==> config.mk <==
export PLATFORM = sky130hd
export DESIGN_NAME = mmio_bus_arbiter
export DESIGN_NICKNAME = d
export VERILOG_FILES = /design/src/rtl/mmio_arb_pkg.sv /design/src/rtl/mmio_bus_arbiter.sv
export SDC_FILE = /design/constraint.sdc
export NUM_CORES = 1
export LEC_CHECK = 0
export ABC_AREA = 1
export CORE_ASPECT_RATIO = 0.75
export CORE_MARGIN = 4
export CORE_UTILIZATION = 36
export DETAILED_ROUTE_END_ITERATION = 7
export PLACE_DENSITY = 0.89
export SYNTH_ARGS = -nofsm -noshare
export SYNTH_HDL_FRONTEND = slang
export SYNTH_SLANG_ARGS = --single-unit
==> constraint.sdc <==
create_clock -name clk -period 1.52 [get_ports clk]
set_input_delay 0.228 -clock clk [delete_from_list [all_inputs] [get_ports clk]]
set_output_delay 0.228 -clock clk [all_outputs]
set_load 0.005 [all_outputs]
==> src/rtl/mmio_arb_pkg.sv <==
// Shared types and helpers for the two-master MMIO bus arbiter.
package mmio_arb_pkg;

  localparam int unsigned ADDR_W_DEFAULT = 21;
  localparam int unsigned DATA_W_DEFAULT = 32;

  typedef enum logic [1:0] {
    IDLE,
    ISSUE,
    WAIT,
    ACK
  } state_e;

  // Winner index for the current request vector. Only meaningful when req != 0.
  function automatic logic rr_pick(input logic [1:0] req, input logic last, input logic fixed);
    if (req == 2'b11) begin
      return fixed ? 1'b0 : ~last;
    end
    return req[1];
  endfunction

endpackage

==> src/rtl/mmio_bus_arbiter.sv <==
// Two-master arbiter for the FPro MMIO bus: one strobe cycle per grant, optional read
// wait cycles, then a one-cycle ack carrying the registered read data.
module mmio_bus_arbiter
  import mmio_arb_pkg::*;
#(
  parameter int unsigned ADDR_W    = ADDR_W_DEFAULT,
  parameter int unsigned DATA_W    = DATA_W_DEFAULT,
  parameter int unsigned RD_LAT    = 0,
  parameter bit          FIXED_PRI = 1'b0
) (
  input  logic              clk,
  input  logic              reset,
  input  logic [1:0]        m_req,
  input  logic [1:0]        m_wr,
  input  logic [ADDR_W-1:0] m0_addr,
  input  logic [ADDR_W-1:0] m1_addr,
  input  logic [DATA_W-1:0] m0_wr_data,
  input  logic [DATA_W-1:0] m1_wr_data,
  output logic [1:0]        m_ack,
  output logic [DATA_W-1:0] m_rd_data,
  output logic              mmio_cs,
  output logic              mmio_wr,
  output logic              mmio_rd,
  output logic [ADDR_W-1:0] mmio_addr,
  output logic [DATA_W-1:0] mmio_wr_data,
  input  logic [DATA_W-1:0] mmio_rd_data
);

  // Counter keeps one bit even when there are no wait cycles so the logic stays uniform.
  localparam int unsigned      CNT_W    = (RD_LAT > 0) ? $clog2(RD_LAT + 1) : 1;
  localparam logic [CNT_W-1:0] LAST_CNT = CNT_W'((RD_LAT > 0) ? RD_LAT - 1 : 0);

  state_e              state_q, state_d;
  logic                last_grant_q, last_grant_d;
  logic                winner_q, winner_d;
  logic                cmd_wr_q, cmd_wr_d;
  logic [ADDR_W-1:0]   cmd_addr_q, cmd_addr_d;
  logic [DATA_W-1:0]   cmd_wdata_q, cmd_wdata_d;
  logic [DATA_W-1:0]   rd_data_q, rd_data_d;
  logic [CNT_W-1:0]    wait_cnt_q, wait_cnt_d;

  // Next-state: arbitrate in IDLE, latch the winner's command, sequence strobe/wait/ack.
  always_comb begin
    state_d      = state_q;
    last_grant_d = last_grant_q;
    winner_d     = winner_q;
    cmd_wr_d     = cmd_wr_q;
    cmd_addr_d   = cmd_addr_q;
    cmd_wdata_d  = cmd_wdata_q;
    rd_data_d    = rd_data_q;
    wait_cnt_d   = wait_cnt_q;
    unique case (state_q)
      IDLE: begin
        if (|m_req) begin
          winner_d     = rr_pick(m_req, last_grant_q, FIXED_PRI);
          last_grant_d = winner_d;
          cmd_wr_d     = m_wr[winner_d];
          cmd_addr_d   = winner_d ? m1_addr : m0_addr;
          cmd_wdata_d  = winner_d ? m1_wr_data : m0_wr_data;
          state_d      = ISSUE;
        end
      end
      ISSUE: begin
        wait_cnt_d = '0;
        if (cmd_wr_q) begin
          state_d = ACK;
        end else if (RD_LAT == 0) begin
          rd_data_d = mmio_rd_data;
          state_d   = ACK;
        end else begin
          state_d = WAIT;
        end
      end
      WAIT: begin
        if (wait_cnt_q == LAST_CNT) begin
          rd_data_d = mmio_rd_data;
          state_d   = ACK;
        end else begin
          wait_cnt_d = wait_cnt_q + 1'b1;
        end
      end
      ACK: begin
        state_d = IDLE;
      end
      default: begin
        state_d = IDLE;
      end
    endcase
  end

  // State and command registers; last_grant resets to M1 so M0 wins the first tie.
  always_ff @(posedge clk or negedge reset) begin
    if (!reset) begin
      state_q      <= IDLE;
      last_grant_q <= 1'b1;
      winner_q     <= 1'b0;
      cmd_wr_q     <= 1'b0;
      cmd_addr_q   <= '0;
      cmd_wdata_q  <= '0;
      rd_data_q    <= '0;
      wait_cnt_q   <= '0;
    end else begin
      state_q      <= state_d;
      last_grant_q <= last_grant_d;
      winner_q     <= winner_d;
      cmd_wr_q     <= cmd_wr_d;
      cmd_addr_q   <= cmd_addr_d;
      cmd_wdata_q  <= cmd_wdata_d;
      rd_data_q    <= rd_data_d;
      wait_cnt_q   <= wait_cnt_d;
    end
  end

  // Outputs decode from registered state, so reset clears strobes and ack immediately.
  always_comb begin
    m_ack   = '0;
    mmio_cs = 1'b0;
    mmio_wr = 1'b0;
    mmio_rd = 1'b0;
    if (state_q == ISSUE) begin
      mmio_cs = 1'b1;
      mmio_wr = cmd_wr_q;
      mmio_rd = ~cmd_wr_q;
    end
    if (state_q == ACK) begin
      m_ack[winner_q] = 1'b1;
    end
  end

  assign mmio_addr    = cmd_addr_q;
  assign mmio_wr_data = cmd_wdata_q;
  assign m_rd_data    = rd_data_q;

endmodule

# ---- Word-level counts from Yosys, hierarchy flattened
# Cells that the tools add are included.
# Widths: inputs -> output; s select.
dict set report totals {
  ff_bits 91
  in_bits 144
  word_cells 53
}
dict set report classes {
  add_sub_neg 1
  magnitude_cmp 3
  n_eq_ne 7
  mux 25
  bitwise_logic 2
  n_reduce_logical 7
}
# op n
set op_table {}
lappend op_table {{$mux 32} 3}
lappend op_table {{$pmux 32 s2} 1}
lappend op_table {{$mux 21} 1}
lappend op_table {{$mux 1} 14}
lappend op_table {{$pmux 2 s4} 1}
lappend op_table {{$eq 2x2->1 const B} 3}
lappend op_table {{$mux 2} 3}
lappend op_table {{$ne 2x2->1 const B} 3}
lappend op_table {{$lt 1x2->1 const B} 2}
lappend op_table {{$reduce_and 2->1} 2}
lappend op_table {{$reduce_and 3->1} 1}
lappend op_table {{$eq 2x1->1 const B} 1}
lappend op_table {{$logic_not 2->1} 1}
lappend op_table {{$not 1->1} 2}
lappend op_table {{$pmux 1 s2} 1}
lappend op_table {{$reduce_bool 2->1} 1}
lappend op_table {{$reduce_or 2->1} 1}
lappend op_table {{$add 1x1->1 const B} 1}
lappend op_table {{$demux 1 s1} 1}
lappend op_table {{$ge 1x1->1 const B} 1}
lappend op_table {{$logic_and 1x1->1} 1}

# ---- Longest topological paths before layout
dict set report logic_depth {
  depth_word 9
  ltp_mapped 9
  depth_no_buf 7
}

# ---- Worst setup path before layout
# Ideal clock, no wire load.
dict set report synth_path {
  path_kind {reg2reg}
  startpoint {register state_q[0]}
  endpoint {register cmd_wr_q}
  setup_ps 117
  arrival_time_ps 1346
  required_time_ps 1403
  slack_ps 57
  path_stages_with_launch 10
  n_path_buf 2
  cell_sequence {dfrtp_1 -> inv_1 -> ha_1 -> inv_1 -> nor2_4 -> inv_2 -> buf_4 -> buf_4 -> nand2_1 -> nand2_1}
}
dict set report synth_via {
  elab_chain_len 2
}
# item line
set synth_rtl {}
lappend synth_rtl {{from (decl)} mmio_bus_arbiter.sv:33} ;# state_e state_q, state_d;
lappend synth_rtl {{from (signal assigned)} mmio_bus_arbiter.sv:103} ;# state_q <= state_d;
lappend synth_rtl {{$logic_not 2->1} mmio_bus_arbiter.sv:52} ;# unique case (state_q)
lappend synth_rtl {{$reduce_and 2->1 (no line)} --}
lappend synth_rtl {{to (signal assigned)} mmio_bus_arbiter.sv:106} ;# cmd_wr_q <= cmd_wr_d;
lappend synth_rtl {{to (decl)} mmio_bus_arbiter.sv:36} ;# logic cmd_wr_q, cmd_wr_d;
# No other way between the ends.
# A chain may end at the register's enable or synchronous reset.

# ---- Final worst setup path
dict set report layout_path {
  startpoint {register state_q[0]}
  endpoint {register rd_data_q[22], in the netlist m_rd_data[22]}
}
dict set report layout_via {
  elab_chain_len 3
}
# item line
set layout_rtl {}
lappend layout_rtl {{$eq 2x1->1 / $eq 2x2->1 (equally long branches)} mmio_bus_arbiter.sv:52}
lappend layout_rtl {{$ne 2x2->1 (no line) / $reduce_bool 2->1 (equally long branches)} --}
lappend layout_rtl {{$reduce_and 3->1 (no line)} --}
lappend layout_rtl {{to (signal assigned)} mmio_bus_arbiter.sv:109} ;# rd_data_q <= rd_data_d;
lappend layout_rtl {{to (decl)} mmio_bus_arbiter.sv:39} ;# logic [DATA_W-1:0] rd_data_q, rd_data_d;
# Parallel ways exist; a longest one is shown, timed or not.

==> results.cfg <==
[sta]
finalSetupViolations = 6
worst-slew-pin-transition_ns = 0.274
finalHoldViolations = 0
maxSlewViolCount = 0
fin_crit_ns = 1.56
slew_headroom_pct = 81.7
skew_ns = 0.00761
worst_slack_ns = -0.0409
rsz0062_at_grt = yes
setup_tns_ns = -0.0589
min_period_over_period_pct = 103
fmax_ghz = 0.641
whs_ns = 0.239

[routing]
drtIter0Drc = 228
viasPerCell = 4.55
postRouteWirelength_um = 15200
vias = 4776
ant_nets = 0
wl_per_cell_um = 14.5
dr.pass1.iters = 5
drc = 0

[pwr]
p_total_w = 0.0140
static-leakage-power_nw = 4.17
irDropWorstVdd_mv = 0.852
powerDensity_nw_per_um2 = 1760

[yosys]
synth_cell_types = 14
ys_warn_count = 0
yosys.area.top_type = dfrtp_1
synthTopCellsByArea = dfrtp_1 49%, nand2_1 17%, inv_1 12%, nand3_1 12%, o21ai_0 3.7%
yosysSeqAreaShare_pct = 49.3
avgSynthCellArea_um2 = 7.24
synthFlopType = dfrtp_1
synth_nets = 780
yosysMostFrequentCell = nand2_1
synth_top_cell_area_share_pct = 48.7
netlist_instances = 631
ys_seq_elements = 90
synth_edf_count = 0
synth.top_cells.by_count = 206 x nand2_1, 147 x inv_1, 109 x nand3_1
async_flop_share_pct = 100
netlist_area_um2 = 4570

[global_routing]
grt_pass1_wl_um = 22500
antenna_found_initial = 0
grt_pass1_vias = 4512
grt_max_degree = 55
grt_overflow = 0
grtUsageTotal_pct = 19.0

[critical_path]
max_stage_delay_ns = 0.45
cp.required_ns = 1.75
cp_max_fo = 14
r2r.worst_path.cells = 7
reg2reg_slack_ns = -0.04
crit_path_start_kind = register
setup.worst_path.class = reg2reg
r2r-start = state_q[0]
worstSetupEndpointType = register
cpMaxStageDelayCell = dfrtp_2
cp_num_buf_inv = 3
crit_chain = ha_2, buf_4, nand2_2, o21ai_4, buf_6, clkbuf_16, o21ai_0
cp.arrival_ns = 1.79
path_delay_family = flip-flops
r2r_end = m_rd_data[22]

[hold_path]
hold_path_end = last_grant_q
hp-class = in2reg
worstHoldStart = m_req[1]
hold_depth = 3

[cells_and_area]
area_delta_synth_final_pct = 74.5
drive_above_1_share_pct = 10.6
antenna-diode-count = 0
num-fill-cells = 1003
num-nets-final = 1027
fin_cells = 1049

[cts]
cts_buffers = 9
clock_path_buffers = 2
cts.sinks = 90
cts_tree = built
cts_root_buf = clkbuf_16
worst_skew_pair.late_latency_ns = 0.33
clk_pin_slew_ns = 0.07
htreeDepth = 3

[floorplanning]
start_util_pct = 37.0
die-area_um2 = 14600
rows = 35
die_w_um = 138
core-area_um2 = 12300
ios = 234
die_h_um = 106

[placed_design]
dp.final_hpwl_um = 10400
dp_cells = 1014
gp_congestion = 0.830
post-place-ws_ns = -0.0619
port_buffers = 233

[job]
cap_violations = 0

[status]
run_status = complete, but fails checks
violations = setup timing
layout by cell type, fill, tap and decap left out, types with 2 or more instances in the layout:
cell / instances
o21ai_0: 33
buf_8: 2
nor2_1: 3
buf_6: 11
nand3_2: 12
clkbuf_8: 2
inv_2: 6
nand2_1: 197
inv_1: 141
buf_12: 13
clkbuf_16: 15
buf_2: 4
clkdlybuf4s50_1: 223
ha_4: 3
dfrtp_1: 88
inv_6: 2
nand3_1: 97
nand2_2: 9
buf_4: 6
dlymetal6s2s_1: 3
flip-flops by register name, indices dropped and copies added (netlist names):
| register | flops |
|---|---|
| m_rd_data | 32 |
| mmio_wr_data | 32 |
| mmio_addr | 21 |
| state_q | 2 |
| cmd_wr_q | 1 |
| last_grant_q | 1 |
| winner_q | 1 |
cell families (layout without fill, tap and decap cells):
logic type / after synthesis / after routing / synth area share [%]
AO/OA/AOI/OAI: 35 / 35 / 3.91
adder cells (fa/ha/maj): 5 / 5 / 1.37
buffers and inverters: 182 / 434 / 16.1
flip-flops: 90 / 90 / 49.3
AND/OR/NAND/NOR: 319 / 319 / 29.3
worst reg2reg max path: stages, from the launching register on:
cell and delay (ns):
dfrtp_2 0.45, ha_2 0.21, buf_4 0.15, nand2_2 0.08, o21ai_4 0.08, buf_6 0.13, clkbuf_16 0.16, o21ai_0 0.21
report_power, final:
group          total (W)  switching, W  leakage [nW]  internal (W)
clock network    0.00229      0.000917         0.153       0.00137
registers        0.00437      0.000727          1.09       0.00364
logic            0.00736       0.00316          2.92       0.00421
total             0.0140       0.00480          4.17       0.00922
worst max-delay path by stage:
stage / to / slack (ns) / from / cells after the start
after CTS: mmio_wr_data[28] / 0.005 / state_q[1] / 9
after global placement: mmio_rd / 0.02 / state_q[1] / 5
after floorplan: cmd_wr_q / 0.06 / state_q[0] / 9
after global routing: m_rd_data[22] / -0.09 / state_q[1] / 8
after detailed placement: mmio_rd / -0.06 / state_q[1] / 5
final: m_rd_data[22] / -0.04 / state_q[0] / 7
through the flow:
| step | area (µm²) | utilization, % |
|---|---|---|
| 2_1_floorplan | 4570 | - |
| 3_3_place_gp | 7210 | 58.4 |
| 3_5_place_dp | 7210 | 58.4 |
| 4_1_cts | 7580 | 61.4 |
| 5_1_grt | 7980 | 64.6 |
| 6_report | 7980 | 64.6 |
final cells by class:
type	count	area (µm²)	share of cell area (%)
multi-input combinational	359	1710	21.5
sequential	90	2250	28.3
timing repair buffer	270	2920	36.6
clock inverter	5	60.1	0.753
tap	166	208	2.60
inverter	148	568	7.12
clock buffer	11	253	3.17
routing by layer:
layer  vias up  part of all wire, %  track usage, %
met4         0                  1.4            5.22
met2       196                   48            32.0
met1      2193                   43            23.5
li1       2366                    -               -
met3        21                  7.5            6.44
met5         -                    0               0
repair_timing:
action | 4_1_cts | 5_1_grt
endpoints found under the hold margin | 89 | 0
hold buffers | 1 | 0
resized for setup | 37 | 35
pin swaps | 2 | 11
gates cloned | 0 | 9
buffers inserted | 1 | 8
setup endpoints to repair | 57 | 80
Power figures use the tool's default switching activity.
